`config.mk`:
```
export PLATFORM = sky130hd
export DESIGN_NAME = aes_round_ctrl
export DESIGN_NICKNAME = d
export VERILOG_FILES = /design/src/rtl/aes_round_ctrl.sv
export SDC_FILE = /design/constraint.sdc
export NUM_CORES = 1
export LEC_CHECK = 0
export BUFFER_PORTS_ARGS = -buffer_cell sky130_fd_sc_hd__buf_2
export CAP_MARGIN = 5
export CORE_MARGIN = 3
export CORE_UTILIZATION = 40
export CTS_BUF_LIST = sky130_fd_sc_hd__clkbuf_2 sky130_fd_sc_hd__clkbuf_4 sky130_fd_sc_hd__clkbuf_8
export DETAILED_ROUTE_END_ITERATION = 12
export PLACE_DENSITY = 0.8
export SYNTH_ARGS = -nofsm -noshare
export SYNTH_HDL_FRONTEND = slang
export SYNTH_SLANG_ARGS = --single-unit
export TNS_END_PERCENT = 50
```
`constraint.sdc`:
```
create_clock -name clk_i -period 4 [get_ports clk_i]
set_input_delay 0.6 -clock clk_i [delete_from_list [all_inputs] [get_ports clk_i]]
set_output_delay 0.6 -clock clk_i [all_outputs]
set_load 0.05 [all_outputs]
```
`src/rtl/aes_round_ctrl.sv`:
```
// AES round sequencer: steps the state and full-key registers through init, middle and final rounds.
// Optional build macro AES_ROUND_CTRL_CLEAR_EN adds a one-cycle register-clear state after each output.
module aes_round_ctrl (
  input  logic       clk_i,
  input  logic       rst_ni,
  input  logic       in_valid_i,
  output logic       in_ready_o,
  input  logic       op_i,
  input  logic [2:0] key_len_i,
  output logic       out_valid_o,
  input  logic       out_ready_i,
  output logic       op_o,
  output logic [3:0] round_o,
  output logic       state_we_o,
  output logic [1:0] state_sel_o,
  output logic [1:0] add_rk_sel_o,
  output logic       key_full_we_o,
  output logic [1:0] key_full_sel_o,
  output logic       key_expand_en_o,
  output logic       key_len_err_o,
  output logic       busy_o
);

  localparam logic       CIPH_FWD = 1'b0;

  localparam logic [2:0] AES_128 = 3'b001;
  localparam logic [2:0] AES_192 = 3'b010;
  localparam logic [2:0] AES_256 = 3'b100;

  localparam logic [1:0] STATE_INIT  = 2'd0;
  localparam logic [1:0] STATE_ROUND = 2'd1;

  localparam logic [1:0] ADD_RK_INIT  = 2'd0;
  localparam logic [1:0] ADD_RK_ROUND = 2'd1;
  localparam logic [1:0] ADD_RK_FINAL = 2'd2;

  localparam logic [1:0] KEY_FULL_ENC_INIT = 2'd0;
  localparam logic [1:0] KEY_FULL_DEC_INIT = 2'd1;
  localparam logic [1:0] KEY_FULL_ROUND    = 2'd2;

  localparam logic [2:0] S_IDLE  = 3'd0;
  localparam logic [2:0] S_ROUND = 3'd1;
  localparam logic [2:0] S_FINAL = 3'd2;
  localparam logic [2:0] S_DONE  = 3'd3;
`ifdef AES_ROUND_CTRL_CLEAR_EN
  localparam logic [2:0] S_CLEAR = 3'd4;

  localparam logic [1:0] STATE_CLEAR    = 2'd2;
  localparam logic [1:0] KEY_FULL_CLEAR = 2'd3;
`endif

  // Unknown key lengths fall back to the AES-128 schedule and are flagged separately.
  function automatic logic [3:0] num_rounds(input logic [2:0] kl);
    case (kl)
      AES_128: num_rounds = 4'd10;
      AES_192: num_rounds = 4'd12;
      AES_256: num_rounds = 4'd14;
      default: num_rounds = 4'd10;
    endcase
  endfunction

  function automatic logic key_len_ok(input logic [2:0] kl);
    key_len_ok = (kl == AES_128) || (kl == AES_192) || (kl == AES_256);
  endfunction

  logic [2:0] state_q, state_d;
  logic [3:0] round_q, round_d;
  logic [3:0] nrounds_q, nrounds_d;
  logic       op_q, op_d;
  logic [3:0] nrounds_in;

  assign nrounds_in = num_rounds(key_len_i);

  always_comb begin
    state_d         = state_q;
    round_d         = round_q;
    nrounds_d       = nrounds_q;
    op_d            = op_q;
    in_ready_o      = 1'b0;
    out_valid_o     = 1'b0;
    state_we_o      = 1'b0;
    state_sel_o     = STATE_INIT;
    add_rk_sel_o    = ADD_RK_INIT;
    key_full_we_o   = 1'b0;
    key_full_sel_o  = KEY_FULL_ENC_INIT;
    key_expand_en_o = 1'b0;
    key_len_err_o   = 1'b0;

    case (state_q)
      S_IDLE: begin
        in_ready_o = 1'b1;
        if (in_valid_i) begin
          state_we_o     = 1'b1;
          state_sel_o    = STATE_INIT;
          add_rk_sel_o   = ADD_RK_INIT;
          key_full_we_o  = 1'b1;
          key_full_sel_o = (op_i == CIPH_FWD) ? KEY_FULL_ENC_INIT : KEY_FULL_DEC_INIT;
          key_len_err_o  = ~key_len_ok(key_len_i);
          op_d           = op_i;
          nrounds_d      = nrounds_in;
          round_d        = 4'd1;
          state_d        = (nrounds_in == 4'd1) ? S_FINAL : S_ROUND;
        end
      end

      S_ROUND: begin
        state_we_o      = 1'b1;
        state_sel_o     = STATE_ROUND;
        add_rk_sel_o    = ADD_RK_ROUND;
        key_full_we_o   = 1'b1;
        key_full_sel_o  = KEY_FULL_ROUND;
        key_expand_en_o = 1'b1;
        round_d         = round_q + 4'd1;
        if (round_q == nrounds_q - 4'd1) begin
          state_d = S_FINAL;
        end
      end

      S_FINAL: begin
        state_we_o      = 1'b1;
        state_sel_o     = STATE_ROUND;
        add_rk_sel_o    = ADD_RK_FINAL;
        key_full_we_o   = 1'b1;
        key_full_sel_o  = KEY_FULL_ROUND;
        key_expand_en_o = 1'b1;
        state_d         = S_DONE;
      end

      S_DONE: begin
        out_valid_o = 1'b1;
        if (out_ready_i) begin
          round_d = 4'd0;
`ifdef AES_ROUND_CTRL_CLEAR_EN
          state_d = S_CLEAR;
`else
          state_d = S_IDLE;
`endif
        end
      end

`ifdef AES_ROUND_CTRL_CLEAR_EN
      // Wipe state and key material before the next request can be accepted.
      S_CLEAR: begin
        state_we_o     = 1'b1;
        state_sel_o    = STATE_CLEAR;
        key_full_we_o  = 1'b1;
        key_full_sel_o = KEY_FULL_CLEAR;
        state_d        = S_IDLE;
      end
`endif

      default: begin
        state_d = S_IDLE;
        round_d = 4'd0;
      end
    endcase
  end

  always_ff @(posedge clk_i or negedge rst_ni) begin
    if (!rst_ni) begin
      state_q   <= S_IDLE;
      round_q   <= 4'd0;
      nrounds_q <= 4'd10;
      op_q      <= 1'b0;
    end else begin
      state_q   <= state_d;
      round_q   <= round_d;
      nrounds_q <= nrounds_d;
      op_q      <= op_d;
    end
  end

  assign op_o    = op_q;
  assign round_o = round_q;
  assign busy_o  = (state_q != S_IDLE);

endmodule

```
==> impl_results.html, run 1 <==
<table>
<tr><th>Metric</th><th>Value</th></tr>
<tr><th colspan="2">Run status</th></tr>
<tr><td>Outcome</td><td>completed</td></tr>
<tr><th colspan="2">Worst setup path</th></tr>
<tr><td>CP endpoint kind</td><td>output pin</td></tr>
<tr><td>WS Path Type</td><td>reg -&gt; out</td></tr>
<tr><td>Capture point of the critical path</td><td>key_len_err_o</td></tr>
<tr><td>Worst-path cell chain</td><td>inv_1 &gt; ha_1 &gt; nand2_1 &gt; a211oi_1 &gt; buf_2</td></tr>
<tr><td>Startpoint of the worst-slack reg-to-reg timing path</td><td>nrounds_q[1]</td></tr>
<tr><td>Crit path required time</td><td>3400 ps</td></tr>
<tr><td>Setup slack, reg-to-reg</td><td>1940 ps</td></tr>
<tr><td>Slowest CP cell</td><td>sky130_fd_sc_hd__dfrtp_1</td></tr>
<tr><td>End of the worst register-to-register path</td><td>state_q[1]</td></tr>
<tr><td>Start point of the critical path</td><td>state_q[0]</td></tr>
<tr><td>Total buffers and inverters traversed by the critical path</td><td>2</td></tr>
<tr><td>Critical path startpoint category</td><td>flop</td></tr>
<tr><td>Cell family contributing the most delay on the critical path</td><td>flip-flops</td></tr>
<tr><td>Path length in cells of the critical path</td><td>5</td></tr>
<tr><td>CP arrival</td><td>1840 ps</td></tr>
<tr><td>Depth of the most critical reg-to-reg path</td><td>6</td></tr>
<tr><td>Longest individual stage delay on the worst path</td><td>420 ps</td></tr>
<tr><td>Worst-path fanout max</td><td>8</td></tr>
<tr><th colspan="2">Clock tree</th></tr>
<tr><td>Clock tree from TritonCTS</td><td>done</td></tr>
<tr><td>CTS root buf</td><td>sky130_fd_sc_hd__clkbuf_4</td></tr>
<tr><td>Reg clk slew, reported paths</td><td>60 ps</td></tr>
<tr><td>CTS H-Tree Depth</td><td>1</td></tr>
<tr><td>Number of clock buffers inserted by TritonCTS</td><td>3</td></tr>
<tr><td>Insertion delay of the later-clocked pin in the worst-skew pair</td><td>270 ps</td></tr>
<tr><td>Sinks on Clock Net</td><td>9</td></tr>
<tr><td>Setup Fix Bufs, Post-CTS</td><td>0</td></tr>
<tr><td>Count of cells resized by post-cts repair</td><td>0</td></tr>
<tr><td>Clock tree buffer depth</td><td>2</td></tr>
<tr><td>Count of hold-fix buffers inserted at cts</td><td>0</td></tr>
<tr><th colspan="2">GRT</th></tr>
<tr><td>Antenna violations before repair</td><td>0</td></tr>
<tr><td>GRT Util Overall</td><td>15.9%</td></tr>
<tr><td>Largest net degree at the start of global routing</td><td>10</td></tr>
<tr><td>Total grt overflow</td><td>0</td></tr>
<tr><td>Number of global-route vias before repair</td><td>488</td></tr>
<tr><td>Global-route wire length before repair</td><td>2210 um</td></tr>
<tr><th colspan="2">Die</th></tr>
<tr><td>Die ar.</td><td>0.00205 mm2</td></tr>
<tr><td>Standard cell core area</td><td>0.00137 mm2</td></tr>
<tr><td>Die width</td><td>45.3 um</td></tr>
<tr><td>Initial Utilization</td><td>45.1%</td></tr>
<tr><td>Total I/O pin count</td><td>26</td></tr>
<tr><td>Number of standard-cell rows in the floorplan</td><td>13</td></tr>
<tr><td>Die H</td><td>45.3 um</td></tr>
<tr><th colspan="2">Layout</th></tr>
<tr><td>Count of nets after finishing</td><td>105</td></tr>
<tr><td>Antenna diodes</td><td>0</td></tr>
<tr><td>Ratio of cells with drive above 1 in the final layout</td><td>36.0%</td></tr>
<tr><td>Area added between synthesis and finish</td><td>22.5%</td></tr>
<tr><th colspan="2">Synthesis</th></tr>
<tr><td>Largest cells by area after synthesis</td><td>sky130_fd_sc_hd__dfrtp_1 32%, sky130_fd_sc_hd__ha_1 14%, sky130_fd_sc_hd__buf_4 4.9%, sky130_fd_sc_hd__inv_1 4.9%, sky130_fd_sc_hd__dfstp_2 4.3%</td></tr>
<tr><td>Post-Synthesis Cells</td><td>65</td></tr>
<tr><td>Register bit count reported by yosys</td><td>9</td></tr>
<tr><td>Sequential cell area fraction in the yosys report</td><td>36.7%</td></tr>
<tr><td>Number of synthesized flops with an enable pin</td><td>0</td></tr>
<tr><td>Async set-or-reset flop fraction in the synthesized netlist</td><td>100%</td></tr>
<tr><td>Syn nets</td><td>80</td></tr>
<tr><td>Number of warnings issued by yosys</td><td>0</td></tr>
<tr><td>Distinct cell type count after synthesis</td><td>27</td></tr>
<tr><td>Syn Std Cell Area</td><td>617 um2</td></tr>
<tr><td>Largest area contributor in the synthesized netlist</td><td>sky130_fd_sc_hd__dfrtp_1</td></tr>
<tr><td>Synth cell count leaders</td><td>8 x sky130_fd_sc_hd__dfrtp_1, 8 x sky130_fd_sc_hd__inv_1, 7 x sky130_fd_sc_hd__ha_1</td></tr>
<tr><td>Most common flop cell mapped by yosys</td><td>sky130_fd_sc_hd__dfrtp_1</td></tr>
<tr><td>Mean post-synth cell area</td><td>9.49 um2</td></tr>
<tr><td>Area share of the largest cell type after synthesis</td><td>32.5%</td></tr>
<tr><th colspan="2">Placement</th></tr>
<tr><td>Estimated wirelength of the detail-placed design</td><td>1100 um</td></tr>
<tr><td>Dpl ws</td><td>1850 ps</td></tr>
<tr><td>Number of input and output port buffers inserted</td><td>24</td></tr>
<tr><td>Final weighted congestion in routability-driven placement</td><td>0.726</td></tr>
<tr><th colspan="2">Worst hold path</th></tr>
<tr><td>Kind of path behind the tightest hold check</td><td>in -&gt; async</td></tr>
<tr><th colspan="2">Detailed routing</th></tr>
<tr><td>Vias</td><td>533</td></tr>
<tr><td>First-pass iteration count of the detailed router</td><td>6</td></tr>
<tr><td>Vias per Instance</td><td>5.13</td></tr>
<tr><td>Mean routed wirelength per cell</td><td>13.2 um</td></tr>
<tr><td>Post-route DRC violation count</td><td>0</td></tr>
<tr><td>Routed Antenna Nets</td><td>0</td></tr>
<tr><td>Violation count after the first detailed-routing iteration</td><td>15</td></tr>
<tr><td>Overall routed net length</td><td>1370 um</td></tr>
<tr><th colspan="2">STA</th></tr>
<tr><td>Fin. max-slew vios</td><td>0</td></tr>
<tr><td>Setup violation total in the final timing report</td><td>0</td></tr>
<tr><td>Max Fclk</td><td>0.410 GHz</td></tr>
<tr><td>RSZ-0062 raised after global routing</td><td>no</td></tr>
<tr><td>Least setup slack across all paths after layout</td><td>1560 ps</td></tr>
<tr><td>Worst Clk Skew</td><td>1.83 ps</td></tr>
<tr><td>Final critical-path share of the clock period</td><td>61.0%</td></tr>
<tr><td>Total negative slack for setup checks</td><td>0 ps</td></tr>
<tr><td>Time the worst path needs with I/O delays and setup</td><td>2440 ps</td></tr>
<tr><td>Total count of hold-check failures in the final report</td><td>0</td></tr>
<tr><th colspan="2">Flow run</th></tr>
<tr><td>Maximum Capacitance Violations</td><td>0</td></tr>
</table>
==> cell type report <==
cell class / count / area (um2)
inverters: 8 / 30.0
flip-flops and latches: 9 / 226
clock buffers: 4 / 30.0
well taps: 15 / 18.8
repair buffers: 24 / 120
multi-input cells: 44 / 330
fillers: 139 / 611
==> placed cells by master, fill, tap and decap left out, drive strengths merged, types with 3 or more instances in the layout <==
cell    synthesis  routed
buf             4      24
nor2            3       3
xor2            3       3
ha              7       7
clkbuf          0       4
nand2           6       6
dfrtp           8       8
inv             8       8
o21ai           4       4
a21oi           3       3
mux2            3       3
==> metrics by stage <==
stage	std cells	hold WS, ps	instance area, um2	utilization (%)
2_1_floorplan	65	304	617	-
3_3_place_gp	100	465	726	53.1
3_5_place_dp	100	467	726	53.1
4_1_cts	104	164	756	55.3
5_1_grt	104	160	756	55.3
6_report	104	166	756	55.3
==> worst min-delay path by stage <==
stage	startpoint	to	slack (ps)	cells past startpoint
after floorplan	rst_ni	nrounds_q[2]	300	0
after global placement	rst_ni	round_o[2]	460	1
after detailed placement	rst_ni	round_o[3]	470	1
after CTS	rst_ni	round_o[3]	160	1
after global routing	rst_ni	round_o[2]	160	1
final	rst_ni	state_q[0]	170	1
==> logic make-up (layout without fill, tap and decap cells) <==
group / after synthesis / after routing / share of synthesized area (%)
xor+xnor: 4 / 4 / 5.68
buf+inv: 12 / 36 / 9.74
simple gates: 15 / 15 / 12.0
other cells: 1 / 1 / 0.608
fa+ha+maj: 7 / 7 / 14.2
flops: 9 / 9 / 36.7
mux: 4 / 4 / 7.10
compound gates: 13 / 13 / 14.0
==> sequential cells by signal, indices dropped and copies added (netlist names) <==
| name | count |
|---|---|
| state_q | 2 |
| op_o | 1 |
| nrounds_q | 2 |
| round_o | 4 |
==> metal layers <==
layer  vias up  share of wire [%]  track usage [%]  wire [um]
met5         -                  0                0          0
met3         5                7.8             5.98        107
met4         0                2.6             10.5         35
li1        267                  -                -          -
met2        23                 48             24.6        664
met1       238                 41             18.2        562
Power of run 1 is left out: the tool's default activity adds up to more than one toggle a clock period on the data nets, which glitch-free logic cannot reach.
==> inputs of run 2 (changes only) <==
==> constraint.sdc (replaced) <==
create_clock -name clk_i -period 2.5 [get_ports clk_i]
set_input_delay 0.375 -clock clk_i [delete_from_list [all_inputs] [get_ports clk_i]]
set_output_delay 0.375 -clock clk_i [all_outputs]
set_load 0.05 [all_outputs]
==> run 2 against run 1 <==
Compared with the run above: die area is the same; utilization up 0.55 points; flip-flop and latch count unchanged.
==> impl_results.html, run 2 (synthesized netlist as in run 1, its figures left out) <==
<table>
<tr><th>Metric</th><th>Value</th></tr>
<tr><th colspan="2">Clock tree</th></tr>
<tr><td>Clock tree buffer depth</td><td>2</td></tr>
<tr><td>Count of hold-fix buffers inserted at cts</td><td>1</td></tr>
<tr><td>Number of clock buffers inserted by TritonCTS</td><td>3</td></tr>
<tr><td>Reg clk slew, reported paths</td><td>70 ps</td></tr>
<tr><td>Count of cells resized by post-cts repair</td><td>0</td></tr>
<tr><td>Insertion delay of the later-clocked pin in the worst-skew pair</td><td>270 ps</td></tr>
<tr><td>Setup Fix Bufs, Post-CTS</td><td>0</td></tr>
<tr><td>CTS root buf</td><td>sky130_fd_sc_hd__clkbuf_4</td></tr>
<tr><td>CTS H-Tree Depth</td><td>1</td></tr>
<tr><td>Clock tree from TritonCTS</td><td>done</td></tr>
<tr><td>Sinks on Clock Net</td><td>9</td></tr>
<tr><th colspan="2">GRT</th></tr>
<tr><td>Met3 global-route usage</td><td>5.98%</td></tr>
<tr><td>Met2 track utilization from global routing</td><td>21.8%</td></tr>
<tr><td>Antenna violations before repair</td><td>0</td></tr>
<tr><td>Total grt overflow</td><td>0</td></tr>
<tr><td>Largest net degree at the start of global routing</td><td>10</td></tr>
<tr><td>Global-route wire length before repair</td><td>2120 um</td></tr>
<tr><td>Global routing usage on met1</td><td>17.6%</td></tr>
<tr><td>Number of global-route vias before repair</td><td>534</td></tr>
<tr><td>Routing layer with the top usage in global route</td><td>met2</td></tr>
<tr><td>GRT Util Overall</td><td>14.5%</td></tr>
<tr><th colspan="2">STA</th></tr>
<tr><td>RSZ-0062 raised after global routing</td><td>no</td></tr>
<tr><td>Max Fclk</td><td>0.448 GHz</td></tr>
<tr><td>Final critical-path share of the clock period</td><td>89.3%</td></tr>
<tr><td>Fin. max-slew vios</td><td>0</td></tr>
<tr><td>Setup violation total in the final timing report</td><td>0</td></tr>
<tr><td>Worst Clk Skew</td><td>8.22 ps</td></tr>
<tr><td>Time the worst path needs with I/O delays and setup</td><td>2230 ps</td></tr>
<tr><td>Post-route worst hold slack</td><td>345 ps</td></tr>
<tr><td>Total count of hold-check failures in the final report</td><td>0</td></tr>
<tr><th colspan="2">Detailed routing</th></tr>
<tr><td>Routed Antenna Nets</td><td>0</td></tr>
<tr><td>Violation count after the first detailed-routing iteration</td><td>15</td></tr>
<tr><td>Overall routed net length</td><td>1290 um</td></tr>
<tr><td>Vias</td><td>560</td></tr>
<tr><td>First-pass iteration count of the detailed router</td><td>4</td></tr>
<tr><td>Post-route DRC violation count</td><td>0</td></tr>
<tr><td>Vias per Instance</td><td>5.33</td></tr>
<tr><td>Mean routed wirelength per cell</td><td>12.3 um</td></tr>
<tr><th colspan="2">Flow run</th></tr>
<tr><td>Maximum Capacitance Violations</td><td>0</td></tr>
<tr><th colspan="2">Worst setup path</th></tr>
<tr><td>Crit path required time</td><td>2120 ps</td></tr>
<tr><td>End of the worst register-to-register path</td><td>state_q[1]</td></tr>
<tr><td>Capture point of the critical path</td><td>key_len_err_o</td></tr>
<tr><td>Setup slack, reg-to-reg</td><td>510 ps</td></tr>
<tr><td>Worst-path fanout max</td><td>8</td></tr>
<tr><td>CP endpoint kind</td><td>output pin</td></tr>
<tr><td>WS Path Type</td><td>reg -&gt; out</td></tr>
<tr><td>Critical path startpoint category</td><td>flop</td></tr>
<tr><td>Depth of the most critical reg-to-reg path</td><td>6</td></tr>
<tr><td>CP arrival</td><td>1860 ps</td></tr>
<tr><td>Start point of the critical path</td><td>state_q[0]</td></tr>
<tr><td>Startpoint of the worst-slack reg-to-reg timing path</td><td>nrounds_q[1]</td></tr>
<tr><th colspan="2">Placement</th></tr>
<tr><td>Number of input and output port buffers inserted</td><td>24</td></tr>
<tr><td>Estimated wirelength of the detail-placed design</td><td>1040 um</td></tr>
<tr><td>Final weighted congestion in routability-driven placement</td><td>0.730</td></tr>
<tr><td>Area after DPL</td><td>726 um2</td></tr>
<tr><th colspan="2">Run status</th></tr>
<tr><td>Outcome</td><td>completed</td></tr>
<tr><th colspan="2">Die</th></tr>
<tr><td>Number of standard-cell rows in the floorplan</td><td>13</td></tr>
<tr><td>Die ar.</td><td>0.00205 mm2</td></tr>
<tr><td>Standard cell core area</td><td>0.00137 mm2</td></tr>
<tr><td>Total I/O pin count</td><td>26</td></tr>
<tr><td>Initial Utilization</td><td>45.1%</td></tr>
<tr><td>Die H</td><td>45.3 um</td></tr>
<tr><td>Die width</td><td>45.3 um</td></tr>
<tr><th colspan="2">Layout</th></tr>
<tr><td>Commonest non-fill, non-tap cell in the layout</td><td>sky130_fd_sc_hd__buf_2</td></tr>
<tr><td>Count of nets after finishing</td><td>106</td></tr>
<tr><td>Post-route standard cell area excluding fillers</td><td>763 um2</td></tr>
<tr><td>Antenna diodes</td><td>0</td></tr>
<tr><td>Commonest cells after routing, fill and taps aside</td><td>24 x sky130_fd_sc_hd__buf_2, 8 x sky130_fd_sc_hd__inv_1, 8 x sky130_fd_sc_hd__dfrtp_1</td></tr>
<tr><td>Max reg flops</td><td>4</td></tr>
<tr><td>Layout Utilization</td><td>55.9%</td></tr>
<tr><td>Ratio of cells with drive above 1 in the final layout</td><td>35.6%</td></tr>
<tr><td>Area added between synthesis and finish</td><td>23.7%</td></tr>
<tr><th colspan="2">Worst hold path</th></tr>
<tr><td>Kind of path behind the tightest hold check</td><td>in -&gt; reg</td></tr>
</table>
[run 2: cell types whose count changed in the layout (fill, tap and decap cells not counted)]
cell                            previous run  this run
sky130_fd_sc_hd__clkinv_2                  0         1
sky130_fd_sc_hd__clkbuf_4                  4         3
sky130_fd_sc_hd__dlygate4sd3_1             0         1
[run 2: worst max-delay path, stage by stage (launching register included)]
cell and delay [ps]:
sky130_fd_sc_hd__dfrtp_1 420, sky130_fd_sc_hd__inv_1 120, sky130_fd_sc_hd__ha_1 320, sky130_fd_sc_hd__nand2_1 210, sky130_fd_sc_hd__a211oi_1 220, sky130_fd_sc_hd__buf_2 300
[run 2: worst min-delay path by stage]
stage / from / to / slack, ps / depth (start not counted)
6_report: op_i / op_o / 350 / 2
5_1_grt: op_i / op_o / 340 / 2
4_1_cts: op_i / op_o / 340 / 2
3_5_place_dp: rst_ni / round_o[2] / 240 / 1
3_3_place_gp: rst_ni / round_o[2] / 240 / 1
2_1_floorplan: rst_ni / nrounds_q[2] / 80 / 0
[run 2: per-stage QoR]
stage,std cells,setup TNS [ps],worst slack (ps)
detailed placement,100,0,507
global route,105,0,117
CTS,105,0,255
floorplan,65,-922,-416
global placement,100,0,575
finish,105,0,267
[run 2: layout make-up]
cell class / count / area (um2)
Clock inverter: 1 / 5.00
Timing Repair Buffer: 25 / 130
Clock buffer: 3 / 22.5
Inverter: 8 / 30.0
Tap cell: 15 / 18.8
Fill cell: 134 / 603
Sequential cell: 9 / 226
Multi-Input combinational cell: 44 / 330
[run 2: layer usage]
metal  share of wire [%]  routed length [um]
met5                   0                   0
met1                  42                 543
met4                 1.2                  16
met2                  48                 626
met3                 8.1                 105
Power of run 2 is left out for the same reason.
==> inputs of run 3 (changes only) <==
--- a/config.mk
+++ b/config.mk
@@ -5,13 +5,14 @@
 export SDC_FILE = /design/constraint.sdc
 export NUM_CORES = 1
 export LEC_CHECK = 0
+export ABC_AREA = 1
 export BUFFER_PORTS_ARGS = -buffer_cell sky130_fd_sc_hd__buf_2
 export CAP_MARGIN = 5
 export CORE_MARGIN = 3
 export CORE_UTILIZATION = 40
 export CTS_BUF_LIST = sky130_fd_sc_hd__clkbuf_2 sky130_fd_sc_hd__clkbuf_4 sky130_fd_sc_hd__clkbuf_8
 export DETAILED_ROUTE_END_ITERATION = 12
-export PLACE_DENSITY = 0.8
+export PLACE_DENSITY = 0.79
 export SYNTH_ARGS = -nofsm -noshare
 export SYNTH_HDL_FRONTEND = slang
 export SYNTH_SLANG_ARGS = --single-unit
==> run 3 against run 2 <==
Compared with the run above: first-iteration DRC count is 47% lower; via count increased by 9.8%; flip-flop and latch count is the same; setup slack gained 16 ps; critical path depth grew 3; clock-buffer cell count rose by 1; wire length is 10% higher; synthesized cell count increased by 34%; clock skew is 4.5 ps lower; highest routed layer unchanged.
==> impl_results.html, run 3 <==
<table>
<tr><th>Metric</th><th>Value</th></tr>
<tr><th colspan="2">Run status</th></tr>
<tr><td>Outcome</td><td>completed</td></tr>
<tr><th colspan="2">Synthesis</th></tr>
<tr><td>Number of synthesized flops with an enable pin</td><td>0</td></tr>
<tr><td>Syn Std Cell Area</td><td>646 um2</td></tr>
<tr><td>Synth cell count leaders</td><td>22 x sky130_fd_sc_hd__nand2_1, 12 x sky130_fd_sc_hd__inv_1, 10 x sky130_fd_sc_hd__nor2_1</td></tr>
<tr><td>Distinct cell type count after synthesis</td><td>21</td></tr>
<tr><td>Area share of the largest cell type after synthesis</td><td>31.0%</td></tr>
<tr><td>Syn nets</td><td>102</td></tr>
<tr><td>Number of warnings issued by yosys</td><td>0</td></tr>
<tr><td>Sequential cell area fraction in the yosys report</td><td>35.1%</td></tr>
<tr><td>Mean post-synth cell area</td><td>7.42 um2</td></tr>
<tr><td>Most common flop cell mapped by yosys</td><td>sky130_fd_sc_hd__dfrtp_1</td></tr>
<tr><td>Top-count cell post-synth</td><td>sky130_fd_sc_hd__nand2_1</td></tr>
<tr><td>Async set-or-reset flop fraction in the synthesized netlist</td><td>100%</td></tr>
<tr><td>Register bit count reported by yosys</td><td>9</td></tr>
<tr><td>Largest area contributor in the synthesized netlist</td><td>sky130_fd_sc_hd__dfrtp_1</td></tr>
<tr><td>Largest cells by area after synthesis</td><td>sky130_fd_sc_hd__dfrtp_1 31%, sky130_fd_sc_hd__ha_1 14%, sky130_fd_sc_hd__nand2_1 13%, sky130_fd_sc_hd__inv_1 7.0%, sky130_fd_sc_hd__nor2_1 5.8%</td></tr>
<tr><td>Post-Synthesis Cells</td><td>87</td></tr>
<tr><th colspan="2">Placement</th></tr>
<tr><td>Area after DPL</td><td>757 um2</td></tr>
<tr><td>Final weighted congestion in routability-driven placement</td><td>0.779</td></tr>
<tr><td>Number of input and output port buffers inserted</td><td>24</td></tr>
<tr><td>Estimated wirelength of the detail-placed design</td><td>1160 um</td></tr>
<tr><th colspan="2">Worst setup path</th></tr>
<tr><td>Crit path required time</td><td>2120 ps</td></tr>
<tr><td>WS Path Type</td><td>reg -&gt; out</td></tr>
<tr><td>Depth of the most critical reg-to-reg path</td><td>10</td></tr>
<tr><td>Critical path startpoint category</td><td>flop</td></tr>
<tr><td>CP endpoint kind</td><td>output pin</td></tr>
<tr><td>CP arrival</td><td>1840 ps</td></tr>
<tr><td>Worst-path fanout max</td><td>5</td></tr>
<tr><th colspan="2">Detailed routing</th></tr>
<tr><td>First-pass iteration count of the detailed router</td><td>4</td></tr>
<tr><td>Mean routed wirelength per cell</td><td>11.2 um</td></tr>
<tr><td>Vias per Instance</td><td>4.84</td></tr>
<tr><td>Vias</td><td>615</td></tr>
<tr><td>Overall routed net length</td><td>1430 um</td></tr>
<tr><td>Routed Antenna Nets</td><td>0</td></tr>
<tr><td>Violation count after the first detailed-routing iteration</td><td>8</td></tr>
<tr><td>Post-route DRC violation count</td><td>0</td></tr>
<tr><th colspan="2">GRT</th></tr>
<tr><td>Number of global-route vias before repair</td><td>538</td></tr>
<tr><td>GRT Util Overall</td><td>15.7%</td></tr>
<tr><td>Antenna violations before repair</td><td>0</td></tr>
<tr><td>Total grt overflow</td><td>0</td></tr>
<tr><td>Global-route wire length before repair</td><td>2350 um</td></tr>
<tr><td>Largest net degree at the start of global routing</td><td>10</td></tr>
<tr><th colspan="2">Layout</th></tr>
<tr><td>Count of nets after finishing</td><td>128</td></tr>
<tr><td>Max reg flops</td><td>4</td></tr>
<tr><td>Commonest non-fill, non-tap cell in the layout</td><td>sky130_fd_sc_hd__buf_2</td></tr>
<tr><td>Commonest cells after routing, fill and taps aside</td><td>23 x sky130_fd_sc_hd__buf_2, 22 x sky130_fd_sc_hd__nand2_1, 12 x sky130_fd_sc_hd__inv_1</td></tr>
<tr><td>Antenna diodes</td><td>0</td></tr>
<tr><td>Area added between synthesis and finish</td><td>24.2%</td></tr>
<tr><td>Post-route standard cell area excluding fillers</td><td>802 um2</td></tr>
<tr><td>Area of the multi-input gates</td><td>345 um2</td></tr>
<tr><td>Combined flip-flop and latch cell area</td><td>226 um2</td></tr>
<tr><td>Count of fill cells added during filler insertion</td><td>146</td></tr>
<tr><td>Ratio of cells with drive above 1 in the final layout</td><td>31.3%</td></tr>
<tr><th colspan="2">Clock tree</th></tr>
<tr><td>CTS root buf</td><td>sky130_fd_sc_hd__clkbuf_4</td></tr>
<tr><td>Insertion delay of the later-clocked pin in the worst-skew pair</td><td>260 ps</td></tr>
<tr><td>Sinks on Clock Net</td><td>9</td></tr>
<tr><td>Clock tree from TritonCTS</td><td>done</td></tr>
<tr><td>Number of clock buffers inserted by TritonCTS</td><td>3</td></tr>
<tr><td>Reg clk slew, reported paths</td><td>60 ps</td></tr>
<tr><td>CTS H-Tree Depth</td><td>1</td></tr>
<tr><td>Clock tree buffer depth</td><td>2</td></tr>
<tr><th colspan="2">STA</th></tr>
<tr><td>Total count of hold-check failures in the final report</td><td>0</td></tr>
<tr><td>Time the worst path needs with I/O delays and setup</td><td>2220 ps</td></tr>
<tr><td>Max Fclk</td><td>0.451 GHz</td></tr>
<tr><td>Setup violation total in the final timing report</td><td>0</td></tr>
<tr><td>Final critical-path share of the clock period</td><td>88.7%</td></tr>
<tr><td>Post-route worst hold slack</td><td>321 ps</td></tr>
<tr><td>Worst Clk Skew</td><td>3.75 ps</td></tr>
<tr><td>Fin. max-slew vios</td><td>0</td></tr>
<tr><td>RSZ-0062 raised after global routing</td><td>no</td></tr>
<tr><th colspan="2">Die</th></tr>
<tr><td>Total I/O pin count</td><td>26</td></tr>
<tr><td>Initial Utilization</td><td>46.2%</td></tr>
<tr><td>Number of standard-cell rows in the floorplan</td><td>13</td></tr>
<tr><td>Die width</td><td>46.2 um</td></tr>
<tr><td>Die H</td><td>46.2 um</td></tr>
<tr><td>Standard cell core area</td><td>0.00140 mm2</td></tr>
<tr><td>Die ar.</td><td>0.00213 mm2</td></tr>
<tr><th colspan="2">Worst hold path</th></tr>
<tr><td>Cell depth of the worst min-delay path</td><td>3</td></tr>
<tr><td>Kind of path behind the tightest hold check</td><td>in -&gt; reg</td></tr>
<tr><th colspan="2">Flow run</th></tr>
<tr><td>Maximum Capacitance Violations</td><td>0</td></tr>
</table>
run 3: worst max-delay path, stage by stage, from the launching register on:
cell	delay, ps
sky130_fd_sc_hd__dfrtp_1	420
sky130_fd_sc_hd__inv_1	110
sky130_fd_sc_hd__ha_2	210
sky130_fd_sc_hd__nand2_1	100
sky130_fd_sc_hd__inv_1	120
sky130_fd_sc_hd__nand2_1	80
sky130_fd_sc_hd__a31oi_1	180
sky130_fd_sc_hd__nor2b_1	150
sky130_fd_sc_hd__buf_4	200
run 3: kinds of logic (layout without fill, tap and decap cells):
group,after synthesis,count (layout),share of synthesized area [%]
flops,9,9,35.1
other cells,1,1,0.581
fa+ha+maj,7,7,13.6
buf+inv,17,42,12.2
simple gates,43,43,29.5
compound gates,9,9,7.75
xor+xnor,1,1,1.36
run 3: area by class of cell:
class,instances,area share [%]
Timing Repair Buffer,25,16.5
Inverter,13,6.08
Clock buffer,4,3.74
Tap cell,15,2.34
Multi-Input combinational cell,61,43.1
Sequential cell,9,28.2
run 3: worst paths after layout:
kind,slack (ps),endpoint,from
worst max-delay path,280,key_len_err_o,state_q[0]
worst min-delay path,320,op_o,op_i
worst max register to register,850,state_q[1],nrounds_q[1]
worst min register to register,480,op_o,op_o
max in group asynchronous,1750,nrounds_q[1],rst_ni
min in group asynchronous,490,round_o[3],rst_ni
run 3: stage by stage:
step / std cells / worst slack (ps) / setup TNS [ps] / utilization (%)
global placement: 122 / 593 / 0 / 54.1
floorplan: 87 / -123 / -123 / -
global route: 127 / 3.36 / 0 / 57.3
detailed placement: 122 / 474 / 0 / 54.1
finish: 127 / 283 / 0 / 57.3
CTS: 127 / 179 / 0 / 57.0
run 3: timing repair:
action | CTS | global route
setup buffers | 0 | 0
endpoints found under the hold margin | 8 | 0
resized for setup | 0 | 3
endpoints found under the setup margin | 0 | 1
hold buffers | 1 | 0
run 3: per-layer routing:
layer,vias to the layer above,share of wire [%],global-route usage [%]
li1,316,-,-
met1,275,41,16.7
met2,22,51,28.0
met3,2,7.9,5.86
met4,0,0.56,5.11
met5,-,0,0
Power of run 3 is left out for the same reason.
